[src/rtl/cpu_ctrl_pkg.sv]
// Shared control-word definitions for the 8-bit bus CPU sequencer.
// Purely constants; no logic, no latency, no flow control.
package cpu_ctrl_pkg;

    localparam logic [3:0] OP_NOP = 4'h0;
    localparam logic [3:0] OP_LDA = 4'h1;
    localparam logic [3:0] OP_ADD = 4'h2;
    localparam logic [3:0] OP_SUB = 4'h3;
    localparam logic [3:0] OP_STA = 4'h4;
    localparam logic [3:0] OP_LDI = 4'h5;
    localparam logic [3:0] OP_JMP = 4'h6;
    localparam logic [3:0] OP_JC  = 4'h7;
    localparam logic [3:0] OP_JZ  = 4'h8;
    localparam logic [3:0] OP_OUT = 4'hE;
    localparam logic [3:0] OP_HLT = 4'hF;

    localparam int CW_HLT = 15;
    localparam int CW_MI  = 14;
    localparam int CW_RI  = 13;
    localparam int CW_RO  = 12;
    localparam int CW_IO  = 11;
    localparam int CW_II  = 10;
    localparam int CW_AI  = 9;
    localparam int CW_AO  = 8;
    localparam int CW_EO  = 7;
    localparam int CW_SU  = 6;
    localparam int CW_BI  = 5;
    localparam int CW_OI  = 4;
    localparam int CW_CE  = 3;
    localparam int CW_CO  = 2;
    localparam int CW_J   = 1;
    localparam int CW_FI  = 0;

    // Active-high masks; the control word itself is the inverse of their OR.
    localparam logic [15:0] M_HLT = 16'd1 << CW_HLT;
    localparam logic [15:0] M_MI  = 16'd1 << CW_MI;
    localparam logic [15:0] M_RI  = 16'd1 << CW_RI;
    localparam logic [15:0] M_RO  = 16'd1 << CW_RO;
    localparam logic [15:0] M_IO  = 16'd1 << CW_IO;
    localparam logic [15:0] M_II  = 16'd1 << CW_II;
    localparam logic [15:0] M_AI  = 16'd1 << CW_AI;
    localparam logic [15:0] M_AO  = 16'd1 << CW_AO;
    localparam logic [15:0] M_EO  = 16'd1 << CW_EO;
    localparam logic [15:0] M_SU  = 16'd1 << CW_SU;
    localparam logic [15:0] M_BI  = 16'd1 << CW_BI;
    localparam logic [15:0] M_OI  = 16'd1 << CW_OI;
    localparam logic [15:0] M_CE  = 16'd1 << CW_CE;
    localparam logic [15:0] M_CO  = 16'd1 << CW_CO;
    localparam logic [15:0] M_J   = 16'd1 << CW_J;
    localparam logic [15:0] M_FI  = 16'd1 << CW_FI;

    localparam logic [15:0] CW_IDLE     = 16'hFFFF;
    localparam logic [15:0] CW_FETCH_T0 = ~(M_CO | M_MI);
    localparam logic [15:0] CW_FETCH_T1 = ~(M_RO | M_II | M_CE);
    localparam logic [15:0] CW_HLT_WORD = ~M_HLT;

endpackage

[src/rtl/microcode_rom.sv]
// Combinational microcode decode: (opcode, step, flags) -> active-low word + last-step flag.
// Zero latency, no flow control. Conditional jumps honour flags only with COND_JUMP_EN.
module microcode_rom
    import cpu_ctrl_pkg::*;
#(
    parameter int MAX_STEP = 4
) (
    input  logic [3:0]  opcode,
    input  logic [2:0]  step,
    input  logic        flag_c,
    input  logic        flag_z,
    output logic [15:0] ctrl_word,
    output logic        last_step
);

    logic jc_ok;
    logic jz_ok;

`ifdef COND_JUMP_EN
    assign jc_ok = flag_c;
    assign jz_ok = flag_z;
`else
    logic unused_flags;
    assign unused_flags = flag_c ^ flag_z;
    assign jc_ok = 1'b0;
    assign jz_ok = 1'b0;
`endif

    function automatic logic [15:0] decode(input logic [3:0] op, input logic [2:0] s,
                                           input logic jc, input logic jz);
        logic [15:0] m;
        m = 16'd0;
        case (s)
            3'd0: m = M_CO | M_MI;
            3'd1: m = M_RO | M_II | M_CE;
            3'd2: begin
                case (op)
                    OP_LDA, OP_ADD, OP_SUB, OP_STA: m = M_IO | M_MI;
                    OP_LDI:  m = M_IO | M_AI;
                    OP_JMP:  m = M_IO | M_J;
                    OP_JC:   m = jc ? (M_IO | M_J) : 16'd0;
                    OP_JZ:   m = jz ? (M_IO | M_J) : 16'd0;
                    OP_OUT:  m = M_AO | M_OI;
                    OP_HLT:  m = M_HLT;
                    default: m = 16'd0;
                endcase
            end
            3'd3: begin
                case (op)
                    OP_LDA:         m = M_RO | M_AI;
                    OP_ADD, OP_SUB: m = M_RO | M_BI;
                    OP_STA:         m = M_AO | M_RI;
                    default:        m = 16'd0;
                endcase
            end
            3'd4: begin
                case (op)
                    OP_ADD:  m = M_EO | M_AI | M_FI;
                    OP_SUB:  m = M_EO | M_AI | M_SU | M_FI;
                    default: m = 16'd0;
                endcase
            end
            default: m = 16'd0;
        endcase
        return ~m;
    endfunction

    logic [15:0] next_word;

    always_comb begin
        ctrl_word = CW_IDLE;
        next_word = CW_IDLE;
        if (step <= 3'(MAX_STEP)) begin
            ctrl_word = decode(opcode, step, jc_ok, jz_ok);
        end
        if (step < 3'(MAX_STEP)) begin
            next_word = decode(opcode, step + 3'd1, jc_ok, jz_ok);
        end
        // An empty next word is skipped, so the counter wraps early.
        last_step = (step >= 3'(MAX_STEP)) || (next_word == CW_IDLE);
    end

endmodule

[src/rtl/control_sequencer.sv]
// Microstep counter (falling-edge), halt latch and clear forcing around microcode_rom.
// ctrl_n is combinational from step; clr aborts immediately. Optional macro: COND_JUMP_EN.
module control_sequencer
    import cpu_ctrl_pkg::*;
#(
    parameter int MAX_STEP = 4
) (
    input  logic        clk,
    input  logic        clr,
    input  logic [3:0]  opcode,
    input  logic        flag_c,
    input  logic        flag_z,
    output logic [15:0] ctrl_n,
    output logic [2:0]  step,
    output logic        halted
);

    logic [2:0]  step_q;
    logic [2:0]  step_d;
    logic        halted_q;
    logic [15:0] rom_word;
    logic        rom_last;
    logic        hlt_now;

    microcode_rom #(
        .MAX_STEP (MAX_STEP)
    ) u_rom (
        .opcode    (opcode),
        .step      (step_q),
        .flag_c    (flag_c),
        .flag_z    (flag_z),
        .ctrl_word (rom_word),
        .last_step (rom_last)
    );

    assign hlt_now = ~rom_word[CW_HLT];

    always_comb begin
        step_d = step_q + 3'd1;
        if (halted_q || hlt_now) begin
            step_d = step_q;
        end else if (rom_last) begin
            step_d = 3'd0;
        end
    end

    // Falling-edge update gives the word half a period to settle before loads.
    always_ff @(negedge clk or posedge clr) begin
        if (clr) begin
            step_q   <= 3'd0;
            halted_q <= 1'b0;
        end else begin
            step_q <= step_d;
            if (hlt_now) begin
                halted_q <= 1'b1;
            end
        end
    end

    assign ctrl_n = clr      ? CW_IDLE     :
                    halted_q ? CW_HLT_WORD : rom_word;
    assign step   = step_q;
    assign halted = ~clr & (halted_q | hlt_now);

endmodule

[config.mk]
export PLATFORM = sky130hd
export DESIGN_NAME = control_sequencer
export DESIGN_NICKNAME = d
export VERILOG_FILES = /design/src/rtl/cpu_ctrl_pkg.sv /design/src/rtl/microcode_rom.sv /design/src/rtl/control_sequencer.sv
export SDC_FILE = /design/constraint.sdc
export NUM_CORES = 1
export LEC_CHECK = 0
export ABC_AREA = 1
export CAP_MARGIN = 40
export CORE_MARGIN = 10
export CORE_UTILIZATION = 37
export DETAILED_ROUTE_END_ITERATION = 6
export PLACE_DENSITY = 0.81
export SLEW_MARGIN = 20
export SYNTH_ARGS = -nofsm -noshare
export SYNTH_HDL_FRONTEND = slang
export SYNTH_SLANG_ARGS = --single-unit
[constraint.sdc]
create_clock -name clk -period 1.62 [get_ports clk]
set_input_delay 0.243 -clock clk [delete_from_list [all_inputs] [get_ports clk]]
set_output_delay 0.243 -clock clk [all_outputs]
set_load 0.05 [all_outputs]
==> summary.md, run 1 <==
| Metric | Value |
|---|---|
| Status | aborted with a tool error |
| Fail Step | clock tree synthesis (4_1_cts) |
| Halt Reason | [ERROR DPL-0038] Utilization greater than 100%, impossible to legalize |
| Setup Buffers After CTS | 8 |
| Clock tree buffer depth | 2 |
| DPL Wire Length | 2360 µm |
| Sequential area share after synthesis | 0.159 |
| CTS Root Cell | clkbuf_4 |
| Complex-gate fraction of the synthesized area | 0.0655 |
| Simple-Gate Fraction of Synth Area | 0.460 |
| Main combinational cell family by area after synthesis | simple AND/OR/NAND/NOR gates |
| Site Rows | 14 |
| Post-Syn Nets | 116 |
| Share of the synthesized area in the top cell type | 0.159 |
| Most common cell in the synthesized netlist | nand2_1 |
| Post-synthesis adder-cell area fraction | 0.159 |
| Synth area leaders | dfrtn_1, ha_1, nand2_1 |
| CTS Sinks | 4 |
| Commonest cells post-synth | nand2_1, inv_1, nand3_1 |
| Post-CTS Hold Buffers | 0 |
| I/O Buffers | 25 |
| Ys Warns | 0 |
| Post-synth ARST share | 1.00 |
| Placed cell areas | 0.00139 mm² |
| H-tree levels | 1 |
| Flops & latches, synth | 4 |
| Ys flop type | dfrtn_1 |
| Mapped Area | 631 µm² |
| Post-CTS Resized | 76 |
| Area leader, netlist | dfrtn_1 |
| Num CTS Buffers | 3 |
| Post-synthesis xor/xnor area fraction | 0 |
| Horiz. Die Dim | 61.3 µm |
| Distinct cells, synth | 22 |
| Starting density of the core | 0.404 |
| RePlAce Congestion | 0.846 |
| Die height | 61.3 µm |
| Average size of a mapped cell | 6.31 µm² |
| Gate Count Post-Synth | 100 |
| Post-synth EDFFs | 0 |
| # IOs | 28 |
| Post-synthesis mux area share | 0 |
==> cells by family after synthesis <==
family                     count (synthesis)
and+or+nand+nor                           59
buffers and inverters                     22
adders and majority gates                  8
AOI/OAI and AO/OA                          7
DFF                                        4
==> through the flow <==
| stage | setup slack [ns] | setup TNS [ns] | cells |
|---|---|---|---|
| floorplan | -1.66 | -20.74 | 100 |
| global placement | -0.879 | -16.46 | 171 |
| detailed placement | -0.926 | -17.74 | 171 |
==> run 2: changes to the inputs <==
--- a/config.mk
+++ b/config.mk
@@ -7,10 +7,10 @@
 export LEC_CHECK = 0
 export ABC_AREA = 1
 export CAP_MARGIN = 40
-export CORE_MARGIN = 10
-export CORE_UTILIZATION = 37
+export CORE_AREA = 10 10 71 73
 export DETAILED_ROUTE_END_ITERATION = 6
-export PLACE_DENSITY = 0.81
+export DIE_AREA = 0 0 81 83
+export PLACE_DENSITY_LB_ADDON = 0.15
 export SLEW_MARGIN = 20
 export SYNTH_ARGS = -nofsm -noshare
 export SYNTH_HDL_FRONTEND = slang
==> constraint.sdc (replaced) <==
create_clock -name clk -period 2.1 [get_ports clk]
set_input_delay 0.315 -clock clk [delete_from_list [all_inputs] [get_ports clk]]
set_output_delay 0.315 -clock clk [all_outputs]
set_load 0.05 [all_outputs]
==> run 2 against run 1 <==
  * Area after synthesis is the same
  * Synthesized cell count is the same
  * The flow now finishes, with violations (negative setup slack)
==> summary.md, run 2 <==
| Metric | Value |
|---|---|
| Crit path cell chain | ha_2 -> ha_4 -> inv_2 -> nor2_4 -> nand3_4 -> and2_4 -> buf_12 |
| Vias/cell | 4.15 |
| Clk slew on worst S/H paths | 0.03 ns |
| Worst path required time | 1.78 ns |
| Max reg flops | 3 |
| Placed cells | 202 |
| Slew Limit Fails | 0 |
| Worst vdd ir | 772 µV |
| Starting density of the core | 0.174 |
| Crit path largest cell delay | 0.51 ns |
| Commonest non-fill, non-tap cell in the layout | buf_4 |
| Grt ovf | 0 |
| Iter 0 DRT Violations | 12 |
| Biggest registers after layout | step (3), halted_q (1) |
| Ratio of cells with drive above 1 in the final layout | 0.685 |
| Area grow syn2layout | 171% |
| Most common cell in the synthesized netlist | nand2_1 |
| Final setup viols | 20 |
| Share of the synthesized area in the top cell type | 0.159 |
| Most frequent cells in the layout | buf_4, buf_12, nand2_1 |
| Number of global-route vias before repair | 913 |
| Die height | 83 µm |
| Post-CTS Hold Buffers | 0 |
| Num CTS Buffers | 3 |
| Post-synth EDFFs | 0 |
| Post-Syn Nets | 116 |
| Power Density | 908 mW/mm² |
| Fin util | 0.471 |
| Site Rows | 22 |
| Worst R2R Setup Slack | 0.37 ns |
| Leakage | 0.825 nW |
| Critical Path End Type | output pin |
| Average size of a mapped cell | 6.31 µm² |
| DPL Wire Length | 2150 µm |
| Layout Cells excl Fill | 210 |
| Failing checks | negative setup slack |
| Crit Path Class | reg2out |
| Final Hold Viols | 0 |
| Post-Route WL | 2560 µm |
| RePlAce Congestion | 0.775 |
| Ys flop type | dfrtn_1 |
| Vias | 872 |
| Tot Pwr | 0.00155 W |
| Number of remaining DRC errors | 0 |
| Clock tree buffer depth | 2 |
| Clk_skew | 0.00220 ns |
| Hold Path Class | reg2reg |
| I/O Buffers | 25 |
| Routed WL per cell | 12.2 µm |
| Critical Path AT | 2.73 ns |
| # IOs | 28 |
| Final worst setup slack | -0.947 ns |
| Worst-path maximum fanout | 5 |
| Flops & latches, synth | 4 |
| Sequential area share after synthesis | 0.159 |
| H-tree levels | 1 |
| Worst-margin pin slew | 0.370 ns |
| RSZ-0062 raised after global routing | yes |
| Final nets | 180 |
| Slew headroom | 0.752 |
| Distinct cells, synth | 22 |
| Global-route wire length before repair | 4200 µm |
| Post-synth ARST share | 1.00 |
| Mapped Area | 631 µm² |
| Synth area leaders | dfrtn_1, ha_1, nand2_1 |
| CTS tree | built |
| ANT nets after route | 0 |
| Area leader, netlist | dfrtn_1 |
| Ys Warns | 0 |
| CTS Sinks | 4 |
| Horiz. Die Dim | 81 µm |
| # diodes | 0 |
| Core outline area | 0.00363 mm² |
| Hold Slack | 0.689 ns |
| Total track usage | 0.0743 |
| Commonest cells post-synth | nand2_1, inv_1, nand3_1 |
| Largest net degree at the start of global routing | 9 |
| CTS Root Cell | clkbuf_8 |
| Clock latency on the worst-skew pair | 0.24 ns |
| Most flops, register | step |
| DRT Pass-1 Iters | 4 |
| Max-cap violations | 0 |
| Die ar. | 0.00672 mm² |
| Startpoint type of the worst setup path | register |
| Setup slack at placement | -0.701 ns |
| Initial antenna violation count | 0 |
| Status | complete, but fails checks |
| Critical-path top delay cell | dfrtn_1 |
| Gate Count Post-Synth | 100 |
run 2: cell counts after synthesis:
No cell type changed its count.
run 2: cells by family after synthesis:
logic type / Yosys count / share of synthesized area
simple gates: 59 / 0.460
buf+inv: 22 / 0.157
fa+ha+maj: 8 / 0.159
compound gates: 7 / 0.0655
flops: 4 / 0.159
run 2: area by class of cell:
type                       count  area, µm²
tap                           48       60.1
fill                         374       1920
sequential                     4        100
timing repair buffer          62        757
multi-input combinational     74        663
clock buffer                   3       41.3
inverter                      19       88.8
run 2: worst paths after layout:
| kind | from | endpoint | cells past startpoint |
|---|---|---|---|
| setup reg to reg | step[1] | step[1] | 10 |
| min in group asynchronous | clr | step[1] | 2 |
| setup / recovery | step[1] | ctrl_n[8] | 7 |
| hold reg to reg | step[2] | step[1] | 4 |
| hold / removal | step[2] | step[1] | 4 |
| max in group asynchronous | clr | step[0] | 2 |
run 2: critical path, delay by kind of cell, from the launching register on:
family | cells | cell delay (ns)
simple gates | 3 | 0.36
buf+inv | 2 | 0.19
flops | 1 | 0.51
fa+ha+maj | 2 | 0.37
run 2: per-layer routing:
metal  GRT usage  share of wire  up-vias  routed length (µm)
li1            -              -      449                   -
met1      0.0833           0.41      398                1050
met2       0.134           0.53       23                1350
met3      0.0205          0.059        2                 150
met4      0.0141         0.0055        0                  14
met5           0              0        -                   0
run 2: metrics by stage:
step	area, µm²	TNS (ns)
6_report	1710	-15.37
5_1_grt	1710	-16.98
4_1_cts	1560	-15.35
3_5_place_dp	1410	-13.07
3_3_place_gp	1410	-13.14
2_1_floorplan	727	-16.30
run 2: repair_timing:
item                       4_1_cts  5_1_grt
setup buffers                    2        5
setup endpoints to repair       24       22
gates resized for setup         50       38
pin swaps                       13       10
run 2: power by group:
group          switching [W]  leakage, nW  internal, W
Combinational       0.000656        0.752     0.000580
Clock              0.0000372       0.0216     0.000122
Sequential         0.0000496       0.0515     0.000107
No activity file was read; power rests on OpenSTA's default activity.
==> run 3: changes to the inputs <==
--- a/config.mk
+++ b/config.mk
@@ -10,7 +10,7 @@
 export CORE_AREA = 10 10 71 73
 export DETAILED_ROUTE_END_ITERATION = 6
 export DIE_AREA = 0 0 81 83
-export PLACE_DENSITY_LB_ADDON = 0.15
+export PLACE_DENSITY = 0.45
 export SLEW_MARGIN = 20
 export SYNTH_ARGS = -nofsm -noshare
 export SYNTH_HDL_FRONTEND = slang
==> run 3 against run 2 <==
  * The run still ends with negative setup slack left
  * Final area fell by 6.7%
  * Sequential power hardly changed
  * Worst hold slack got worse by 0.078 ns
  * Routed wire length fell by 2.4%
  * Clock power is 3% higher
  * Count of clock-buffer cells in the layout unchanged
==> summary.md, run 3 (synthesized netlist as in run 2, its figures left out) <==
| Metric | Value |
|---|---|
| Post-CTS Hold Buffers | 0 |
| Leakage | 0.778 nW |
| Clock latency on the worst-skew pair | 0.24 ns |
| Critical Path End Type | output pin |
| Clk_skew | 0.00217 ns |
| DPL Wire Length | 2130 µm |
| Final setup viols | 23 |
| DRT Pass-1 Iters | 4 |
| Combinational share of power | 0.780 |
| Net Sw Frac | 0.488 |
| CTS Sinks | 4 |
| Sequential share of power | 0.108 |
| CTS Root Cell | clkbuf_8 |
| Clk slew on worst S/H paths | 0.03 ns |
| Horiz. Die Dim | 81 µm |
| Total track usage | 0.0774 |
| Int Power | 0.000749 W |
| Net switching power figure | 0.000714 W |
| Vias | 869 |
| Final worst setup slack | -0.949 ns |
| Most flops, register | step |
| # IOs | 28 |
| Site Rows | 22 |
| Number of remaining DRC errors | 0 |
| Hold Slack | 0.611 ns |
| Startpoint type of the worst setup path | register |
| Biggest registers after layout | step (3), halted_q (1) |
| Ratio of cells with drive above 1 in the final layout | 0.627 |
| # diodes | 0 |
| Post-Route WL | 2500 µm |
| Clk pwr share | 0.112 |
| FILL cells | 365 |
| Vias/cell | 4.16 |
| Global-route wire length before repair | 4270 µm |
| Initial antenna violation count | 0 |
| Die ar. | 0.00672 mm² |
| Most frequent cells in the layout | buf_4, nand2_1, buf_12 |
| Die height | 83 µm |
| I/O Buffers | 25 |
| Setup slack at placement | -0.733 ns |
| Routed WL per cell | 12.0 µm |
| Status | complete, but fails checks |
| Core outline area | 0.00363 mm² |
| Area grow syn2layout | 153% |
| Commonest non-fill, non-tap cell in the layout | buf_4 |
| Grt ovf | 0 |
| H-tree levels | 1 |
| Max-cap violations | 0 |
| CTS tree | built |
| Crit Path Class | reg2out |
| Largest net degree at the start of global routing | 9 |
| Starting density of the core | 0.174 |
| Iter 0 DRT Violations | 43 |
| Fin util | 0.439 |
| Final nets | 179 |
| Num CTS Buffers | 3 |
| Slew headroom | 0.807 |
| Slew Limit Fails | 0 |
| Final Hold Viols | 0 |
| ANT nets after route | 0 |
| Hold Path Class | reg2reg |
| Clock tree buffer depth | 2 |
| Worst vdd ir | 599 µV |
| RePlAce Congestion | 0.864 |
| Power Density | 916 mW/mm² |
| Critical Path AT | 2.73 ns |
| Worst-path maximum fanout | 5 |
| Failing checks | negative setup slack |
| RSZ-0062 raised after global routing | yes |
| Worst-margin pin slew | 0.289 ns |
| Sum Neg Setup Slack | -15.77 ns |
| Max reg flops | 3 |
| Number of global-route vias before repair | 942 |
| Worst path required time | 1.78 ns |
## run 3: worst paths after layout
check                           depth (start not counted)  slack [ns]        end      from
worst min register to register                          2        0.61   halted_q  halted_q
max in group asynchronous                               2        0.39    step[1]       clr
worst max-delay path                                    7       -0.95  ctrl_n[8]   step[1]
min in group asynchronous                               2        1.46   halted_q       clr
worst max register to register                         10        0.38    step[0]   step[1]
worst min-delay path                                    2        0.61   halted_q  halted_q
## run 3: metal layers
metal / vias to the layer above / part of all wire / routed length (µm) / GRT usage
li1: 447 / - / - / -
met1: 390 / 0.42 / 1050 / 0.0883
met2: 29 / 0.48 / 1190 / 0.127
met3: 3 / 0.091 / 227 / 0.0216
met4: 0 / 0.011 / 28 / 0.0376
met5: - / 0 / 0 / 0
## run 3: critical path, stage by stage, from the launching register on
cell,delay [ns]
dfrtn_1,0.54
ha_2,0.24
ha_4,0.13
inv_2,0.04
nor2_4,0.10
nand3_4,0.07
and2_4,0.16
buf_12,0.14
## run 3: power by group through the flow
stage               combinational, W  clock [W]  sequential (W)
finish                       0.00114   0.000164        0.000157
global route                 0.00124   0.000180        0.000162
CTS                          0.00114   0.000169        0.000157
detailed placement           0.00105          0        0.000144
global placement             0.00103          0        0.000147
floorplan                   0.000523          0        0.000204
## run 3: final cells by class
| type | instances | area (µm²) | share of cell area |
|---|---|---|---|
| sequential | 4 | 100 | 0.0627 |
| inverter | 19 | 76.3 | 0.0478 |
| multi-input combinational | 74 | 619 | 0.388 |
| tap | 48 | 60.1 | 0.0376 |
| timing repair buffer | 61 | 699 | 0.438 |
| clock buffer | 3 | 41.3 | 0.0259 |
## run 3: through the flow
step                      cell area [µm²]  total power, W  std cells
final                                1600         0.00146        209
after CTS                            1590         0.00147        209
after detailed placement             1400         0.00119        202
after floorplan                       727        0.000726        100
after global placement               1400         0.00117        202
after global routing                 1600         0.00158        209
## run 3: timing repair
| action | CTS | global route |
|---|---|---|
| resized for setup | 45 | 2 |
| buffers inserted | 4 | 1 |
| setup endpoints to repair | 24 | 23 |
| pin swaps | 15 | 3 |
==> run 4: changes to the inputs <==
--- a/config.mk
+++ b/config.mk
@@ -10,8 +10,10 @@
 export CORE_AREA = 10 10 71 73
 export DETAILED_ROUTE_END_ITERATION = 6
 export DIE_AREA = 0 0 81 83
-export PLACE_DENSITY = 0.45
+export HOLD_SLACK_MARGIN = 0.1
+export PLACE_DENSITY = 0.46
 export SLEW_MARGIN = 20
 export SYNTH_ARGS = -nofsm -noshare
 export SYNTH_HDL_FRONTEND = slang
+export SYNTH_HIERARCHICAL = 1
 export SYNTH_SLANG_ARGS = --single-unit
==> run 4 against run 3 <==
  * The flow still finishes with violations (negative setup slack)
  * First-iteration DRC count decreased by 56%
  * Global-route usage rose by 0.21 points
  * Critical path depth increased by 2
  * Critical path type unchanged
  * Area after synthesis increased by 7.7%
  * Clock skew is 0.0012 ns lower
  * Critical endpoint is now ctrl_n[9]
==> summary.md, run 4 <==
| Metric | Value |
|---|---|
| Share of the synthesized area in the top cell type | 0.265 |
| Grt ovf | 0 |
| Vias | 1013 |
| Leakage | 1.10 nW |
| Met1 wire length | 1010 µm |
| Worst R2R Setup Slack | 0.42 ns |
| Metal3 WL | 178 µm |
| Slew Limit Fails | 0 |
| Final Hold Viols | 0 |
| Mapped Area | 679 µm² |
| Simple-Gate Fraction of Synth Area | 0.551 |
| Fin area | 0.00176 mm² |
| Distinct cells, synth | 19 |
| CTS Sinks | 4 |
| Commonest cells post-synth | nand2_1, inv_1, nand3_1, nor2_1 |
| Critical Path AT | 2.65 ns |
| Worst vdd ir | 328 µV |
| Crit path cell chain | nand2_1 -> inv_2 -> ha_4 -> nand3_2 -> o211ai_1 -> nand2_1 -> inv_2 -> nand2_4 -> buf_6 |
| Min-delay src | step[2] |
| Ys flop type | dfrtn_1 |
| Largest net degree at the start of global routing | 16 |
| Area leader, netlist | nand2_1 |
| Clk_skew | 0.000966 ns |
| Post-synth ARST share | 1.00 |
| Crit Path Class | reg2out |
| H-tree levels | 1 |
| Clock tree buffer depth | 2 |
| Die ar. | 0.00672 mm² |
| Post-synthesis xor/xnor area fraction | 0 |
| DRT Pass-1 Iters | 4 |
| Post-synth EDFFs | 0 |
| Number of remaining DRC errors | 0 |
| Final worst setup slack | -0.868 ns |
| Core outline area | 0.00363 mm² |
| # IOs | 28 |
| Most frequent cells in the layout | buf_4, nand2_1, nand2_4 |
| Vias/cell | 4.07 |
| Highest metal used | met4 |
| Sequential area share after synthesis | 0.147 |
| Average size of a mapped cell | 5.23 µm² |
| Global-route wire length before repair | 4550 µm |
| CTS Root Cell | clkbuf_8 |
| Tot Pwr | 0.000349 W |
| Worst r2r dst | step[1] |
| Most common cell in the synthesized netlist | nand2_1 |
| Flops & latches, synth | 4 |
| Crit path largest cell delay | 0.50 ns |
| Most flops, register | step |
| Horiz. Die Dim | 81 µm |
| Power Density | 198 mW/mm² |
| Ys Warns | 6 |
| Fin util | 0.485 |
| Post-synthesis adder-cell area fraction | 0.0368 |
| Iter 0 DRT Violations | 19 |
| Worst-path maximum fanout | 5 |
| Final setup viols | 23 |
| Main combinational cell family by area after synthesis | simple AND/OR/NAND/NOR gates |
| Slew headroom | 0.833 |
| Placed cells | 228 |
| Synth area leaders | nand2_1, inv_1, dfrtn_1 |
| Hold path depth | 3 |
| Routed WL per cell | 10.5 µm |
| Total track usage | 0.0795 |
| Worst-case reg-to-reg path depth | 13 |
| DPL Wire Length | 2020 µm |
| Commonest non-fill, non-tap cell in the layout | buf_4 |
| Max reg flops | 3 |
| Clk slew on worst S/H paths | 0.03 ns |
| Initial antenna violation count | 0 |
| Layout Cells excl Fill | 249 |
| Die height | 83 µm |
| ANT nets after route | 0 |
| RSZ-0062 raised after global routing | yes |
| Hold Path Class | reg2reg |
| Startpoint type of the worst setup path | register |
| Status | complete, but fails checks |
| Max-cap violations | 0 |
| Number of global-route vias before repair | 1059 |
| Critical-path top delay cell | dfrtn_1 |
| Final nets | 213 |
| Worst-margin pin slew | 0.250 ns |
| RePlAce Congestion | 0.795 |
| Area grow syn2layout | 159% |
| Critical Path End Type | output pin |
| Routed wl met2 | 1360 µm |
| CTS tree | built |
| Worst path required time | 1.78 ns |
| # diodes | 0 |
| Post-Route WL | 2610 µm |
| Num CTS Buffers | 3 |
| Starting density of the core | 0.187 |
| Ratio of cells with drive above 1 in the final layout | 0.682 |
| Post-Syn Nets | 140 |
| Reg2reg start | step[0] |
| Failing checks | negative setup slack |
| Sum Neg Setup Slack | -14.16 ns |
| Gate Count Post-Synth | 130 |
| Biggest registers after layout | step (3), halted_q (1) |
| Post-synthesis mux area share | 0 |
| Worst Hold End | step[2] |
| Clock latency on the worst-skew pair | 0.24 ns |
| Complex-gate fraction of the synthesized area | 0.0387 |
| Site Rows | 22 |
| Placed cell areas | 0.00146 mm² |
| I/O Buffers | 25 |
[run 4: through the flow]
step / setup WS [ns] / hold WS (ns)
6_report: -0.868 / 0.592
2_1_floorplan: -1.06 / 0.523
4_1_cts: -0.861 / 0.592
3_5_place_dp: -0.769 / 0.540
5_1_grt: -0.954 / 0.652
3_3_place_gp: -0.733 / 0.530
[run 4: power by group]
group	internal [W]	leakage, nW	switching, W	total (W)
registers	0.0000780	0.0507	0	0.0000780
clock network	0.000122	0.0216	0.0000397	0.000162
logic	0.0000558	1.03	0.0000530	0.000109
[run 4: final cells by class]
| cell class | count | area, µm² |
|---|---|---|
| clock buffers | 3 | 41.3 |
| well taps | 48 | 60.1 |
| inverters | 34 | 160 |
| repair buffers | 71 | 761 |
| flip-flops and latches | 4 | 100 |
| multi-input cells | 89 | 641 |
| fillers | 368 | 1870 |
[run 4: how the worst max path moves through the flow]
stage                     startpoint          to  slack, ns  depth (start not counted)
after global placement     opcode[0]     step[2]      -0.73                          8
after floorplan              step[1]  ctrl_n[15]      -1.06                          6
after CTS                    step[1]  ctrl_n[15]      -0.86                          8
final                        step[0]   ctrl_n[9]      -0.87                          9
after global routing         step[0]   ctrl_n[9]      -0.95                          9
after detailed placement   opcode[2]     step[1]      -0.77                         14
[run 4: critical path: cells and delay by family, from the launching register on]
| family | cells | cell delay, ns |
|---|---|---|
| AO/OA/AOI/OAI | 1 | 0.10 |
| flip-flops | 1 | 0.50 |
| buffers and inverters | 3 | 0.30 |
| AND/OR/NAND/NOR | 4 | 0.31 |
| adder cells (fa/ha/maj) | 1 | 0.16 |
[run 4: kinds of logic (layout without fill, tap and decap cells)]
group / count (synthesis) / after routing
buffers and inverters: 37 / 108
and+or+nand+nor: 83 / 83
adders and majority gates: 2 / 2
AOI/OAI and AO/OA: 4 / 4
DFF: 4 / 4
[run 4: layer usage]
metal	track usage	vias to the layer above
li1	-	528
met1	0.0835	458
met2	0.144	21
met3	0.0194	6
met4	0.0313	0
met5	0	-
[run 4: what timing repair did]
action / 4_1_cts / 5_1_grt
hold endpoints to repair: 0 / 0
hold buffers: 0 / 0
pin swaps: 8 / 9
resized for setup: 47 / 8
setup buffers: 17 / 2
cloned: 0 / 0
endpoints found under the setup margin: 24 / 24
